### src/rtl/ser_pkg.sv
// Shared definitions for the parallel-to-serial transmitter: state
// encoding, default word width and the counter-width helper.
package ser_pkg;

    localparam int DEFAULT_WIDTH = 8;

    typedef logic [1:0] state_t;

    localparam state_t IDLE  = 2'd0;
    localparam state_t SHIFT = 2'd1;
    localparam state_t GAP   = 2'd2;

    // Bits needed to count 0..n-1; never less than one bit.
    function automatic int cnt_width(input int n);
        return (n > 1) ? $clog2(n) : 1;
    endfunction

endpackage

### src/rtl/ser_bit_counter.sv
// Modulo-N up-counter with synchronous clear, count enable and a
// terminal-count flag that is high while the count sits at N-1.
module ser_bit_counter
    import ser_pkg::*;
#(
    parameter int N = 8
) (
    input  logic clk,
    input  logic rst_n,
    input  logic clear,
    input  logic enable,
    output logic tc
);

    localparam int CW = cnt_width(N);
    localparam logic [CW-1:0] LAST = CW'(N - 1);

    logic [CW-1:0] count;

    // Count register: clear wins over enable, wraps to zero after N-1.
    // NOTE: clocked state is written with <= so every register samples the
    // pre-edge values of its inputs, independent of statement order.
    always_ff @(posedge clk or negedge rst_n) begin
        if (!rst_n) begin
            count <= '0;
        end else if (clear) begin
            count <= '0;
        end else if (enable) begin
            count <= (count == LAST) ? '0 : count + 1'b1;
        end
    end

    assign tc = (count == LAST);

endmodule

### src/rtl/parallel_to_serial.sv
// Parallel-to-serial transmitter feeding an LSB-first serial receiver.
// A word accepted through the load handshake is shifted out one bit per
// clock with frame high, followed by a programmable idle gap.
module parallel_to_serial
    import ser_pkg::*;
#(
    parameter int WIDTH      = DEFAULT_WIDTH,
    parameter int GAP_CYCLES = 1
) (
    input  logic             clk,
    input  logic             rst_n,
    input  logic [WIDTH-1:0] data_in,
    input  logic             load_valid,
    output logic             load_ready,
    output logic             ser_out,
    output logic             frame,
    output logic             done,
    output logic             busy
);

    // A zero-cycle gap still instantiates a legal (unused) gap counter.
    localparam bit HAS_GAP = (GAP_CYCLES > 0);
    localparam int GAP_N   = HAS_GAP ? GAP_CYCLES : 1;

    state_t           state;
    state_t           state_nxt;
    logic             fire;
    logic             bit_clr;
    logic             bit_en;
    logic             bit_tc;
    logic             gap_clr;
    logic             gap_en;
    logic             gap_tc;
    logic [WIDTH-1:0] shreg;

    // Counts the bit positions of the frame in flight.
    ser_bit_counter #(.N(WIDTH)) u_bit_cnt (
        .clk    (clk),
        .rst_n  (rst_n),
        .clear  (bit_clr),
        .enable (bit_en),
        .tc     (bit_tc)
    );

    // Counts idle cycles after a frame.
    ser_bit_counter #(.N(GAP_N)) u_gap_cnt (
        .clk    (clk),
        .rst_n  (rst_n),
        .clear  (gap_clr),
        .enable (gap_en),
        .tc     (gap_tc)
    );

    // State register.
    always_ff @(posedge clk or negedge rst_n) begin
        if (!rst_n) begin
            state <= IDLE;
        end else begin
            state <= state_nxt;
        end
    end

    // Next-state logic: load in IDLE, leave SHIFT on the last bit, leave GAP on the last idle cycle.
    // NOTE: every combinational output gets a default before the case so no
    // path leaves it unassigned, which would otherwise infer a latch.
    always_comb begin
        state_nxt = state;
        case (state)
            IDLE:    if (fire)   state_nxt = SHIFT;
            SHIFT:   if (bit_tc) state_nxt = HAS_GAP ? GAP : IDLE;
            GAP:     if (gap_tc) state_nxt = IDLE;
            default: state_nxt = IDLE;
        endcase
    end

    // Output decode: handshake ready and counter controls derived from state.
    always_comb begin
        load_ready = (state == IDLE);
        fire       = load_valid && load_ready;
        bit_clr    = fire;
        bit_en     = (state == SHIFT);
        gap_clr    = (state == SHIFT) && bit_tc;
        gap_en     = (state == GAP);
    end

    // Registered datapath: captures the word, rotates it and drives the serial outputs.
    // NOTE: the shift register is a handful of flops, not a memory, so it is
    // reset with the rest of the state and never carries X onto ser_out.
    always_ff @(posedge clk or negedge rst_n) begin
        if (!rst_n) begin
            shreg   <= '0;
            ser_out <= 1'b0;
            frame   <= 1'b0;
            done    <= 1'b0;
            busy    <= 1'b0;
        end else begin
            done <= 1'b0;
            case (state)
                IDLE: begin
                    if (fire) begin
                        shreg   <= data_in;
                        ser_out <= data_in[0];
                        frame   <= 1'b1;
                        busy    <= 1'b1;
                    end
                end
                SHIFT: begin
                    // Rotate rather than shift so bit 0 stays in use; contents after the frame are don't-care.
                    shreg <= {shreg[0], shreg[WIDTH-1:1]};
                    if (bit_tc) begin
                        frame   <= 1'b0;
                        ser_out <= 1'b0;
                        done    <= 1'b1;
                        busy    <= HAS_GAP;
                    end else begin
                        ser_out <= shreg[1];
                    end
                end
                GAP: begin
                    if (gap_tc) busy <= 1'b0;
                end
                default: begin
                    busy <= 1'b0;
                end
            endcase
        end
    end

endmodule

### config.mk
export PLATFORM = sky130hd
export DESIGN_NAME = parallel_to_serial
export DESIGN_NICKNAME = d
export VERILOG_FILES = /design/src/rtl/ser_pkg.sv /design/src/rtl/ser_bit_counter.sv /design/src/rtl/parallel_to_serial.sv
export SDC_FILE = /design/constraint.sdc
export NUM_CORES = 1
export LEC_CHECK = 0
export BUFFER_PORTS_ARGS = -buffer_cell sky130_fd_sc_hd__buf_2
export CAP_MARGIN = 20
export CORE_UTILIZATION = 30
export CTS_CLUSTER_DIAMETER = 120
export DETAILED_ROUTE_END_ITERATION = 8
export PLACE_DENSITY = 0.52
export SLEW_MARGIN = 20
export SYNTH_ARGS = -nofsm -noshare
export SYNTH_HDL_FRONTEND = slang
export SYNTH_SLANG_ARGS = --single-unit
### constraint.sdc
create_clock -name clk -period 3.1 [get_ports clk]
set_clock_uncertainty 0.1 [all_clocks]
set_input_delay 0.155 -clock clk [delete_from_list [all_inputs] [get_ports clk]]
set_output_delay 0.155 -clock clk [all_outputs]
set_load 0.005 [all_outputs]
==> reports/results.md <==
| Stage | Metric | Reported |
| --- | --- | --- |
| sta | Peak Freq | 662.1 MHz |
| setup path | Critical path launch point type | flip-flop |
| synth | Proportion of synthesized chip area in sequential cells | 0.5296 |
| sta | Unrepaired setup endpoints after global routing | false |
| global routing | Global route overflow | 0 |
| synth | #FFs+latches synth | 17 |
| sta | Final Hold Fails | 0 |
| placement | Global placement routability congestion | 0.7403 |
| power and ir drop | Sw frac | 0.3602 |
| drt | Wirelength, routed | 1.527 mm |
| status | Outcome | completed |
| drt | Via count | 612 |
| sta | WHS | 0.009374 ns |
| synth | Number of nets produced by synthesis | 87 |
| drt | Per-cell via count in the routed design | 4.935 |
| power and ir drop | Cell Int Power | 503.6 uW |
| sta | Pins over their slew limit | 0 |
| synth | Warnings, synthesis | 0 |
| cells and area | Antenna diodes | 0 |
| sta | Final Setup Violations | 0 |
| power and ir drop | Portion of total power attributed to the clock network | 0.152 |
| placement | Half-perimeter wire length after placement | 1.038 mm |
| global routing | Initial antenna violation count | 0 |
| floorplanning | Core Region | 2500 um2 |
| clock tree | Number of buffers created by CTS | 3 |
| setup path | Arrival time at the worst endpoint | 1.26 ns |
| cells and area | Number of inserted filler cells in the final layout | 254 |
| floorplanning | I/O pins | 16 |
| cells and area | Ratio of cells with drive above 1 in the final layout | 0.2447 |
| global routing | Vias in the first global route | 567 |
| power and ir drop | Part of the total power dissipated in sequential elements | 0.485 |
| sta | Part of the cycle the worst path needs | 0.4872 |
| synth | Post-synthesis cell area | 803.3 um2 |
| global routing | Pin count of the biggest net entering global routing | 18 |
| drt | Detailed-routing iteration count for the pre-antenna-repair pass | 4 |
| sta | Max-slew headroom | 0.7496 |
| sta | Min Clock Period, post-route | 1.510 ns |
| power and ir drop | Pwr Density | 818.1 nW/um2 |
| sta | Setup Total Neg Slack | 0 ns |
| setup path | Peak fanout along the critical path | 10 |
| drt | WL/cell | 12.31 um |
| setup path | Reg-to-reg setup timing slack | 1.76 ns |
| cells and area | Post-layout net count | 109 |
| job | Max capacitance violation total | 0 |
| cells and area | Synthesis-to-finish area growth | 19.78% |
| clock tree | Register clock-pin slew on the reported worst setup and hold paths | 0.10 ns |
| clock tree | Root buffer cell | sky130_fd_sc_hd__clkbuf_4 |
| placement | Area after detailed placement | 865.8 um2 |
| clock tree | Buffers inserted by post-CTS timing repair | 0 |
| clock tree | # H-tree levels | 1 |
| floorplanning | Chip height | 53.75 um |
| sta | Least-Margin Pin Slew | 0.3755 ns |
| drt | Number of antenna-violating nets in the routed design | 0 |
| drt | Starting DRT DRC Count | 12 |
| floorplanning | Width of the die | 53.75 um |
| synth | Count of mapped cells out of synthesis | 73 |
| hold path | Hold/Removal Path Class | primary input to flip-flop |
| global routing | Global Route Usage Sum | 0.1336 |
| drt | Residual DRC count | 0 |
| power and ir drop | Leakage dissipation | 0.4697 nW |
| floorplanning | Number of placement rows | 18 |
| floorplanning | Die Outline Area | 2889 um2 |
| global routing | First-pass GRT wire length | 2.642 mm |
| clock tree | Num Clock Sinks | 17 |
| placement | Port bufs | 15 |
| setup path | Critical Path End Type | primary output |
| power and ir drop | Switching power | 283.6 uW |
| synth | Post-synthesis cell type count | 16 |
| clock tree | Later-pin clock latency in the skew report | 0.29 ns |
| clock tree | CTS tree | yes |
| clock tree | Post-CTS Hold Fix Bufs | 7 |
| power and ir drop | Comb pwr share | 0.363 |
| setup path | CP Data Required Time | 2.84 ns |
| clock tree | Clock tree buffer depth | 2 |
| setup path | Type of the worst setup path | flip-flop to primary output |
| power and ir drop | Worst vdd rail ir drop | 0.0003018 V |
| cells and area | Final design area excluding fillers | 962.2 um2 |
| floorplanning | Initial standard-cell utilization of the core | 0.3213 |
| synth | Mean post-synth cell area | 11.00 um2 |
| clock tree | Resize count post-CTS | 0 |
[metrics by stage]
step	power, mW	instances	utilization	setup WS (ns)
after floorplan	0.6170	73	-	1.843
after global placement	0.6597	113	0.3463	1.797
after detailed placement	0.6695	113	0.3463	1.795
after CTS	0.7987	124	0.3849	1.575
after global routing	0.8646	124	0.3849	1.507
final	0.7872	124	0.3849	1.590
[final timing paths]
| check | cells past startpoint | to | startpoint |
|---|---|---|---|
| max | 2 | load_ready | state[1] |
| min | 3 | shreg[0] | data_in[0] |
| max reg2reg | 3 | u_bit_cnt.count[2] | u_bit_cnt.count[0] |
| min reg2reg | 2 | shreg[4] | shreg[4] |
| max in group asynchronous | 2 | shreg[1] | rst_n |
| min in group asynchronous | 2 | done | rst_n |
[flip-flops by register name (all words and copies together) (netlist names)]
name / count
u_bit_cnt.count: 3
ser_out: 1
shreg: 8
done: 1
state: 2
busy: 1
frame: 1
[routing by layer]
metal	part of all wire	global-route usage	wire length, um	up-vias
met1	0.46	0.1774	704	296
met3	0.055	0.06215	84	2
met5	0	0	0	-
li1	-	-	-	301
met4	0.012	0.05263	19	0
met2	0.47	0.1852	718	13
[cell families after synthesis]
| group | count (synthesis) | synth area share |
|---|---|---|
| compound gates | 20 | 0.2056 |
| fa+ha+maj | 3 | 0.04673 |
| buf+inv | 9 | 0.08098 |
| flops | 17 | 0.5296 |
| simple gates | 24 | 0.1371 |
[power groups by stage]
| stage | Clock [mW] | Combinational (mW) | Sequential, mW |
|---|---|---|---|
| after floorplan | 0 | 0.258 | 0.359 |
| after global placement | 0 | 0.276 | 0.383 |
| after detailed placement | 0 | 0.284 | 0.385 |
| after CTS | 0.126 | 0.291 | 0.382 |
| after global routing | 0.138 | 0.333 | 0.394 |
| final | 0.120 | 0.286 | 0.382 |
[synthesized netlist by cell type]
cell,n,share of area
sky130_fd_sc_hd__a21oi_1,4,0.025
sky130_fd_sc_hd__ha_1,3,0.047
sky130_fd_sc_hd__a32oi_1,10,0.11
sky130_fd_sc_hd__buf_6,4,0.056
sky130_fd_sc_hd__inv_1,4,0.019
sky130_fd_sc_hd__nor3_1,2,0.012
sky130_fd_sc_hd__nor2b_4,1,0.017
sky130_fd_sc_hd__o21bai_4,1,0.023
sky130_fd_sc_hd__nor2_1,2,0.0093
sky130_fd_sc_hd__a22o_2,2,0.025
sky130_fd_sc_hd__nor2_4,1,0.014
sky130_fd_sc_hd__o21ai_0,2,0.012
sky130_fd_sc_hd__buf_2,1,0.0062
sky130_fd_sc_hd__dfrtp_1,17,0.53
sky130_fd_sc_hd__nand2_1,18,0.084
sky130_fd_sc_hd__a22o_1,1,0.011
[cell usage in the layout (no fill, tap or decap)]
master and n:
sky130_fd_sc_hd__nand2_1 18, sky130_fd_sc_hd__a22o_2 2, sky130_fd_sc_hd__nor2_1 2, sky130_fd_sc_hd__a21oi_1 4, sky130_fd_sc_hd__clkbuf_4 3, sky130_fd_sc_hd__clkbuf_1 1
sky130_fd_sc_hd__o21ai_0 2, sky130_fd_sc_hd__buf_2 15, sky130_fd_sc_hd__a22o_1 1, sky130_fd_sc_hd__o21bai_4 1, sky130_fd_sc_hd__a32oi_1 10, sky130_fd_sc_hd__inv_1 4
sky130_fd_sc_hd__nor2b_4 1, sky130_fd_sc_hd__dfrtp_1 17, sky130_fd_sc_hd__nor2_4 1, sky130_fd_sc_hd__dlygate4sd3_1 7, sky130_fd_sc_hd__nor3_1 2, sky130_fd_sc_hd__ha_1 3
[layout make-up]
class                   count  area [um2]  share of cell area
multi-input cells          47       312.8              0.3251
flip-flops and latches     17       425.4              0.4421
inverters                   4       15.01             0.01560
well taps                  30       37.54             0.03901
repair buffers             22       145.1              0.1508
clock buffers               4       26.28             0.02731
[critical path, cell delays in order (launching register included)]
cell and delay, ns:
sky130_fd_sc_hd__dfrtp_1 0.52, sky130_fd_sc_hd__nor2_4 0.28, sky130_fd_sc_hd__buf_2 0.16
(Power assumes the default switching activity.)
